<file path="config.mk">
export PLATFORM = sky130hd
export DESIGN_NAME = button_event_gen
export DESIGN_NICKNAME = d
export VERILOG_FILES = /design/src/rtl/button_event_pkg.sv /design/src/rtl/button_event_gen_tick_timer.sv /design/src/rtl/button_event_gen.sv
export SDC_FILE = /design/constraint.sdc
export NUM_CORES = 1
export LEC_CHECK = 0
export CORE_ASPECT_RATIO = 1.5
export CORE_MARGIN = 8
export CORE_UTILIZATION = 55
export DETAILED_ROUTE_END_ITERATION = 10
export GPL_ROUTABILITY_DRIVEN = 0
export PLACE_DENSITY_LB_ADDON = 0.05
export SLEW_MARGIN = 40
export SYNTH_ARGS = -nofsm -noshare
export SYNTH_HDL_FRONTEND = slang
export SYNTH_SLANG_ARGS = --single-unit
</file>
<file path="constraint.sdc">
create_clock -name clk -period 5 [get_ports clk]
set_input_delay 1 -clock clk [delete_from_list [all_inputs] [get_ports clk]]
set_output_delay 1 -clock clk [all_outputs]
set_load 0.1 [all_outputs]
</file>
<file path="src/rtl/button_event_pkg.sv">
// -----------------------------------------------------------------------------
// button_event_pkg
//   Shared definitions for the pushbutton event classifier: the FSM state
//   encoding and its width.
// -----------------------------------------------------------------------------
package button_event_pkg;

  localparam int STATE_W = 3;

  // IDLE   : button released, nothing pending
  // PRESS1 : first press in progress, measuring hold time
  // WAIT2  : first press released, waiting for a possible second press
  // PRESS2 : second press in progress (double click pending)
  // LONG   : hold reached the long threshold, waiting for release
  typedef enum logic [STATE_W-1:0] {
    IDLE   = 3'd0,
    PRESS1 = 3'd1,
    WAIT2  = 3'd2,
    PRESS2 = 3'd3,
    LONG   = 3'd4
  } state_t;

endpackage : button_event_pkg

</file>
<file path="src/rtl/button_event_gen_tick_timer.sv">
// -----------------------------------------------------------------------------
// tick_timer
//   Cycle divider (0..TICK_DIV-1) feeding a saturating tick counter.
//
//   Ports:
//     clk   in   clock, rising edge
//     rst   in   asynchronous active-high reset
//     clr   in   synchronous clear of divider and tick counter (wins over en)
//     en    in   count enable
//     ticks out  elapsed ticks, saturating at all-ones
//
//   The ticks output already includes the cycle currently in progress: it is
//   the value the counter will hold after this clock edge. A comparison
//   ticks >= N made at an edge therefore fires on exactly the N*TICK_DIV-th
//   edge after the clear, so the consumer's registered reaction lands on
//   that edge rather than one cycle later.
// -----------------------------------------------------------------------------
module tick_timer #(
  parameter int TICK_DIV = 156250,
  parameter int TICK_W   = 16
) (
  input  logic              clk,
  input  logic              rst,
  input  logic              clr,
  input  logic              en,
  output logic [TICK_W-1:0] ticks
);

  localparam int                DIV_W     = (TICK_DIV > 1) ? $clog2(TICK_DIV) : 1;
  localparam logic [DIV_W-1:0]  DIV_LAST  = DIV_W'(TICK_DIV - 1);
  localparam logic [TICK_W-1:0] TICKS_MAX = '1;

  logic [DIV_W-1:0]  div_q;
  logic [DIV_W-1:0]  div_d;
  logic [TICK_W-1:0] ticks_q;
  logic [TICK_W-1:0] ticks_d;
  logic              wrap;

  always_comb begin
    wrap = en && (div_q == DIV_LAST);

    // Look-ahead tick value: counter plus the tick completing this cycle.
    ticks = ticks_q;
    if (wrap && (ticks_q != TICKS_MAX)) begin
      ticks = ticks_q + 1'b1;
    end

    div_d   = div_q;
    ticks_d = ticks_q;
    if (clr) begin
      div_d   = '0;
      ticks_d = '0;
    end else if (en) begin
      div_d   = wrap ? '0 : div_q + 1'b1;
      ticks_d = ticks;
    end
  end

  always_ff @(posedge clk or posedge rst) begin
    if (rst) begin
      div_q   <= '0;
      ticks_q <= '0;
    end else begin
      div_q   <= div_d;
      ticks_q <= ticks_d;
    end
  end

endmodule : tick_timer

</file>
<file path="src/rtl/button_event_gen.sv">
// -----------------------------------------------------------------------------
// button_event_gen
//   Classifies presses of one debounced pushbutton into single-cycle pulses:
//   short click, double click and long hold.
//
//   Parameters:
//     TICK_DIV     clk cycles per timer tick (>= 2)
//     LONG_TICKS   hold duration, in ticks, classifying a long press (>= 1)
//     DCLICK_TICKS max release gap, in ticks, before a second press (>= 1)
//     TICK_W       tick counter width, must hold max(LONG_TICKS, DCLICK_TICKS)
//
//   Ports:
//     clk          in   clock, rising edge
//     rst          in   asynchronous active-high reset
//     btn_in       in   debounced button level, active high
//     short_pulse  out  one-cycle pulse for a single short click
//     double_pulse out  one-cycle pulse for a double click
//     long_pulse   out  one-cycle pulse when a hold reaches LONG_TICKS
//     held         out  high while in LONG
//     busy         out  high whenever the state is not IDLE
// -----------------------------------------------------------------------------
module button_event_gen
  import button_event_pkg::*;
#(
  parameter int TICK_DIV     = 156250,
  parameter int LONG_TICKS   = 1000,
  parameter int DCLICK_TICKS = 300,
  parameter int TICK_W       = 16
) (
  input  logic clk,
  input  logic rst,
  input  logic btn_in,
  output logic short_pulse,
  output logic double_pulse,
  output logic long_pulse,
  output logic held,
  output logic busy
);

  localparam logic [TICK_W-1:0] LONG_T   = TICK_W'(LONG_TICKS);
  localparam logic [TICK_W-1:0] DCLICK_T = TICK_W'(DCLICK_TICKS);

  state_t            state_q;
  state_t            state_d;
  logic              btn_q;
  logic              rise;
  logic              fall;
  logic              short_q;
  logic              short_d;
  logic              double_q;
  logic              double_d;
  logic              long_q;
  logic              long_d;
  logic              held_q;
  logic              busy_q;
  logic [TICK_W-1:0] ticks;
  logic              timer_clr;
  logic              timer_en;
  logic              long_to;
  logic              dclick_to;

  // btn_q resets high, so a button held through reset shows no rise until it
  // has been released and pressed again.
  assign rise = btn_in & ~btn_q;
  assign fall = ~btn_in & btn_q;

  // Every state change restarts the measurement window.
  assign timer_clr = (state_d != state_q);
  assign timer_en  = (state_q != IDLE);

  tick_timer #(
    .TICK_DIV (TICK_DIV),
    .TICK_W   (TICK_W)
  ) u_tick_timer (
    .clk   (clk),
    .rst   (rst),
    .clr   (timer_clr),
    .en    (timer_en),
    .ticks (ticks)
  );

  assign long_to   = (ticks >= LONG_T);
  assign dclick_to = (ticks >= DCLICK_T);

  // Next-state and pulse decode. Button edges are tested before timeouts so
  // that an edge arriving on the timeout cycle takes priority.
  always_comb begin
    state_d  = state_q;
    short_d  = 1'b0;
    double_d = 1'b0;
    long_d   = 1'b0;
    unique case (state_q)
      IDLE: begin
        if (rise) state_d = PRESS1;
      end
      PRESS1: begin
        if (fall) begin
          state_d = WAIT2;
        end else if (long_to) begin
          state_d = LONG;
          long_d  = 1'b1;
        end
      end
      WAIT2: begin
        if (rise) begin
          state_d = PRESS2;
        end else if (dclick_to) begin
          state_d = IDLE;
          short_d = 1'b1;
        end
      end
      PRESS2: begin
        if (fall) begin
          state_d  = IDLE;
          double_d = 1'b1;
        end else if (long_to) begin
          // The pending double click is dropped in favour of the long hold.
          state_d = LONG;
          long_d  = 1'b1;
        end
      end
      LONG: begin
        if (fall) state_d = IDLE;
      end
      default: state_d = IDLE;
    endcase
  end

  // State, edge-detect and output registers. busy/held are registered from
  // the next state so they change on the same edge as the state register.
  always_ff @(posedge clk or posedge rst) begin
    if (rst) begin
      state_q  <= IDLE;
      btn_q    <= 1'b1;
      short_q  <= 1'b0;
      double_q <= 1'b0;
      long_q   <= 1'b0;
      held_q   <= 1'b0;
      busy_q   <= 1'b0;
    end else begin
      state_q  <= state_d;
      btn_q    <= btn_in;
      short_q  <= short_d;
      double_q <= double_d;
      long_q   <= long_d;
      held_q   <= (state_d == LONG);
      busy_q   <= (state_d != IDLE);
    end
  end

  assign short_pulse  = short_q;
  assign double_pulse = double_q;
  assign long_pulse   = long_q;
  assign held         = held_q;
  assign busy         = busy_q;

  // Each decision takes exactly one branch, so the pulses are mutually
  // exclusive.
  a_pulses_exclusive : assert property (
    @(posedge clk) disable iff (rst) $onehot0({short_q, double_q, long_q})
  );

endmodule : button_event_gen
</file>
# After elaboration in Yosys (flattened, before gate mapping)
# Cells that the tools add are included.
# word_totals
register_bits	43
in_bits	3
output_inout_bits	5
elab_cells	54
# op_classes
n_addsub	2
order_cmp	2
eq_ne	8
muxes	22
bitwise_logic	4
reduce_logical	7
# op_table
cell	count
two-way mux 18 bit	3
two-way mux 16 bit	3
two-way mux 3 bit	7
adder 18 x 1 -> 18 bit (second input constant)	1
== test 18 bit (second input constant)	1
adder 16 x 1 -> 16 bit (second input constant)	1
>= comparator 16 x 10 -> 1 bit (second input constant)	1
>= comparator 16 x 9 -> 1 bit (second input constant)	1
!= test 16 bit (second input constant)	1
one-hot mux 3 bit (5 select lines)	1
two-way mux 1 bit	8
== test 3 x 2 -> 1 bit (second input constant)	2
== test 3 bit (second input constant)	2
nonzero test 3 bit	2
== test 3 x 1 -> 1 bit (second input constant)	1
logical NOT 3 bit	1
!= test 3 bit	1
bitwise AND 1 bit	2
logical AND 1 bit	2
inverter 1 bit	2
nonzero test 2 bit	1
OR reduction 2 bit	1

# Logic depth before layout (Yosys ltp)
# depth
word_depth	10
ltp_mapped	12
ltp_nobuf	10

# Hierarchy
# From an unflattened synthesis, not the netlist that was laid out.
# hier_totals
hier_cells	259
area_unflattened_um2	2381.0
# modules_own_cells
module	n_inst	cells_each	area_each_um2	seq_area_each_um2
tick_timer	1	204	1886.8	850.8
button_event_gen	1	55	494.2	226.5

# Worst setup path before layout
# No wires, ideal clock.
# synth_path
path_kind	register to register
from	register u_tick_timer.ticks_q[0]
to	register u_tick_timer.div_q[17]
setup_ps	137
t_arrival_ps	2685
required_ps	4863
slack_ps	2177
path_stages_with_launch	12
n_path_buf	2
period_less_slack_ps	2823
cell_sequence	dfrtp_1 -> ha_1 -> and4_1 -> buf_2 -> nand2_1 -> nor4_2 -> nor3_1 -> o21ai_0 -> a211oi_4 -> a32oi_4 -> buf_4 -> o32ai_1
# synth_between
elab_chain_len	9
word_cells_on_any_way	15
cone_classes	add/sub (1); order compare (2); eq/ne (2); mux (8); reduce/logical (2)
# synth_rtl
item	line	text
start: declaration	button_event_gen_tick_timer.sv:35	logic [TICK_W-1:0] ticks_q;
start signal: assignment	button_event_gen_tick_timer.sv:65	ticks_q <= ticks_d;
branches (longest 2 deep; another with adder 16 x 1 -> 16 bit)	--	
two-way mux 16 bit (*)	button_event_gen_tick_timer.sv:44	if (wrap && (ticks_q != TICKS_MAX)) begin
>= comparator 16 x 10 -> 1 bit / >= comparator 16 x 9 -> 1 bit (equally long branches)	button_event_gen.sv:82, button_event_gen.sv:83	
two-way mux 3 bit, on equally long branches	button_event_gen.sv:99, button_event_gen.sv:116, button_event_gen.sv:107	
two-way mux 3 bit, on equally long branches	button_event_gen.sv:113, button_event_gen.sv:97, button_event_gen.sv:105	
one-hot mux 3 bit (5 select lines) (*)	button_event_gen.sv:92	unique case (state_q)
!= test 3 bit (*)	button_event_gen.sv:68	assign timer_clr = (state_d != state_q);
two-way mux 18 bit / nonzero test 2 bit (equally long branches)	--	
end signal: assignment	button_event_gen_tick_timer.sv:64	div_q <= div_d;
end: declaration	button_event_gen_tick_timer.sv:33	logic [DIV_W-1:0] div_q;
# Mark *: on every way between the ends.
# A chain may end at the register's enable or synchronous reset.

# Final worst setup path
# layout_path
from	register u_tick_timer.ticks_q[0]
to	register u_tick_timer.div_q[13]
# The elaborated chain is that of the path after synthesis.

==> run summary <==
status: complete, no violations
MaxCap Viol Count: 0
Die Y: 107.1 um
R2R Path Start: u_tick_timer.ticks_q[0]
routed vias: 2,599
largest net degree at the start of global routing: 44
startpoint types: flip-flop
Die ar.: 8218 um2
initial antenna violation count: 0
WHS: 0.6339 ns
site row count: 33
share of cells above drive strength 1: 9.565%
Seq/Total Area, Yosys: 35.40%
Ports: 8
asr flop ratio synth: 100.0%
number of global-route vias before repair: 2,580
Slew @ Worst Pin: 0.7597 ns
Non-Filler Instances: 415
ys flop type: dfrtp_1
Yosys top cell area share: 34.54%
Final Skew: 0.01060 ns
Chip Width: 76.73 um
area leader, netlist: dfrtp_1
antenna-violating nets left: 0
Leakage: 0.001233 uW
crit-path max FO: 18
Avg Synthesized Cell Area: 8.669 um2
GR Overflow Total: 0
CORE AREA: 5409 um2
final worst path period share: 69.49%
n_diodes: 0
Post-CTS Setup Bufs: 0
post-DP HPWL: 5048 um
Mapped Area: 3043 um2
CTS root buf: clkbuf_8
nature of the critical path endpoint: flip-flop
setup TNS: 0 ns
Post-Synthesis Cells: 351
Layout Nets: 350
TritonCTS Buffers: 5
commonest cells in the netlist: nand2_1, dfrtp_1, nor2_1, o2bb2ai_1, xnor2_1
Placed Cells incl. Taps: 405
Tmin final: 3.474 ns
worst skew pair latency: 0.29 ns
Min-Delay Startpoint: u_tick_timer.div_q[6]
CP Data Arrival Time: 3.67 ns
Final Max Slew Viols: 0
Rel. slew slack: 49.16%
pwr dens: 282.4 nW/um2
Post-CTS Hold Buffers: 0
wirelength, routed: 7201 um
Post-route DRC: 0
vias per cell: 6.263
syn_nets: 357
Max IR drop VDD: 0.2375 mV
CTS tree: done
initial DRC count: 240
CP startpoint: u_tick_timer.ticks_q[0]
unrepaired setup endpoints after global routing: false
Total Power: 905.3 uW
first-pass GRT wire length: 12,450 um
Port-buffer cells: 7
most frequent cell after synthesis: nand2_1
top post-synthesis cells by area: dfrtp_1, nand2_1, o2bb2ai_1, xnor2_1, xor2_1
post-cts sizing count: 0
Area Growth Syn to Fin: 5.345%
Clock Path Buffers: 2
CTS H-tree depth: 2
flops & latches, synth: 43
clk slew on worst S/H paths: 0.09 ns
wire length per cell: 17.35 um
CTS Sinks: 43
Fmax: 0.2878 GHz
Post-synth EDFFs: 0
Critical Path RT: 5.19 ns
final setup violating endpoints: 0
overall routing resource usage: 18.15%
Initial Utilization: 56.26%
critical path type: reg2reg
drt pass-1 iters: 4
Hold WC Path Type: reg2reg
Yosys Warn Count: 0
Final Hold Fails: 0
Synth cell types: 55
-- cell families after synthesis --
kind of cell | synth area share (%)
AOI/OAI and AO/OA | 17.60
xor gates and xnor gates | 8.347
adders and majority gates | 1.234
buffers and inverters | 5.304
DFF | 35.40
muxes | 0.3700
and+or+nand+nor | 31.74
-- layout by cell type (no fill, tap or decap), types with 3 or more instances in the layout --
cell type and count:
and4_1 5, nor4_1 4, o211ai_1 3, nor3_1 14, o2bb2ai_1 21, or2_2 4
buf_2 5, nand2b_1 5, a21oi_1 5, a211oi_1 5, nand3_1 14, xor2_1 11
or3_1 4, o31ai_1 5, buf_4 4, nor4b_1 5, xnor2_1 18, ha_1 3
o21ai_0 4, dfrtp_1 42, nor2_1 22, and2_1 7, nand2_1 50, clkbuf_8 5
and3_1 15, nand4_1 14, o32ai_1 5, inv_1 5
-- sequential cells by signal, summed over array words and instances (netlist names) --
name / flops
short_pulse: 1
long_pulse: 1
busy: 1
state_q: 3
held: 1
btn_q: 1
u_tick_timer.div_q: 18
double_pulse: 1
u_tick_timer.ticks_q: 16
-- where the power goes --
part | switching (uW) | internal (uW) | leakage, uW
logic | 167 | 77.3 | 0.000593
registers | 27.1 | 369 | 0.000588
clock network | 115 | 150 | 0.0000524
-- per-stage QoR --
| step | area [um2] | util, % | setup WS, ns |
|---|---|---|---|
| after floorplan | 3043 | - | 2.177 |
| after global placement | 3092 | 57.16 | 1.246 |
| after detailed placement | 3067 | 56.70 | 1.230 |
| after CTS | 3173 | 58.66 | 1.191 |
| after global routing | 3206 | 59.26 | 1.230 |
| final | 3206 | 59.26 | 1.526 |
-- layout make-up --
class | count | area, um2
Inverter | 6 | 22.52
Timing Repair Buffer | 13 | 101.3
Sequential cell | 43 | 1077
Fill cell | 499 | 2203
Tap cell | 70 | 87.58
Clock inverter | 1 | 30.03
Multi-Input combinational cell | 275 | 1810
Clock buffer | 7 | 76.32
-- per-layer routing --
layer / vias to the layer above / GRT usage [%] / share of wire [%]
met2: 64 / 32.05 / 51
met4: 0 / 9.392 / 3.2
met5: - / 0 / 0
met1: 1243 / 21.06 / 43
li1: 1272 / - / -
met3: 20 / 2.010 / 2.8
-- worst max-delay path, stage by stage (launching register included) --
cell and delay (ns):
dfrtp_1 0.40, ha_1 0.36, and4_1 0.39, nand2_1 0.20
nor4_2 0.46, and3_1 0.21, o21ai_0 0.21, a211oi_4 0.41
a32oi_4 0.22, buf_8 0.22, o32ai_1 0.29
-- final timing paths --
kind | end | slack (ns) | depth (start not counted)
setup / recovery | u_tick_timer.div_q[13] | 1.53 | 10
hold / removal | u_tick_timer.div_q[6] | 0.63 | 2
setup reg to reg | u_tick_timer.div_q[13] | 1.53 | 10
hold reg to reg | u_tick_timer.div_q[6] | 0.63 | 2
max in group asynchronous | u_tick_timer.div_q[11] | 3.48 | 3
min in group asynchronous | u_tick_timer.ticks_q[13] | 1.14 | 3
(Power assumes the default switching activity.)
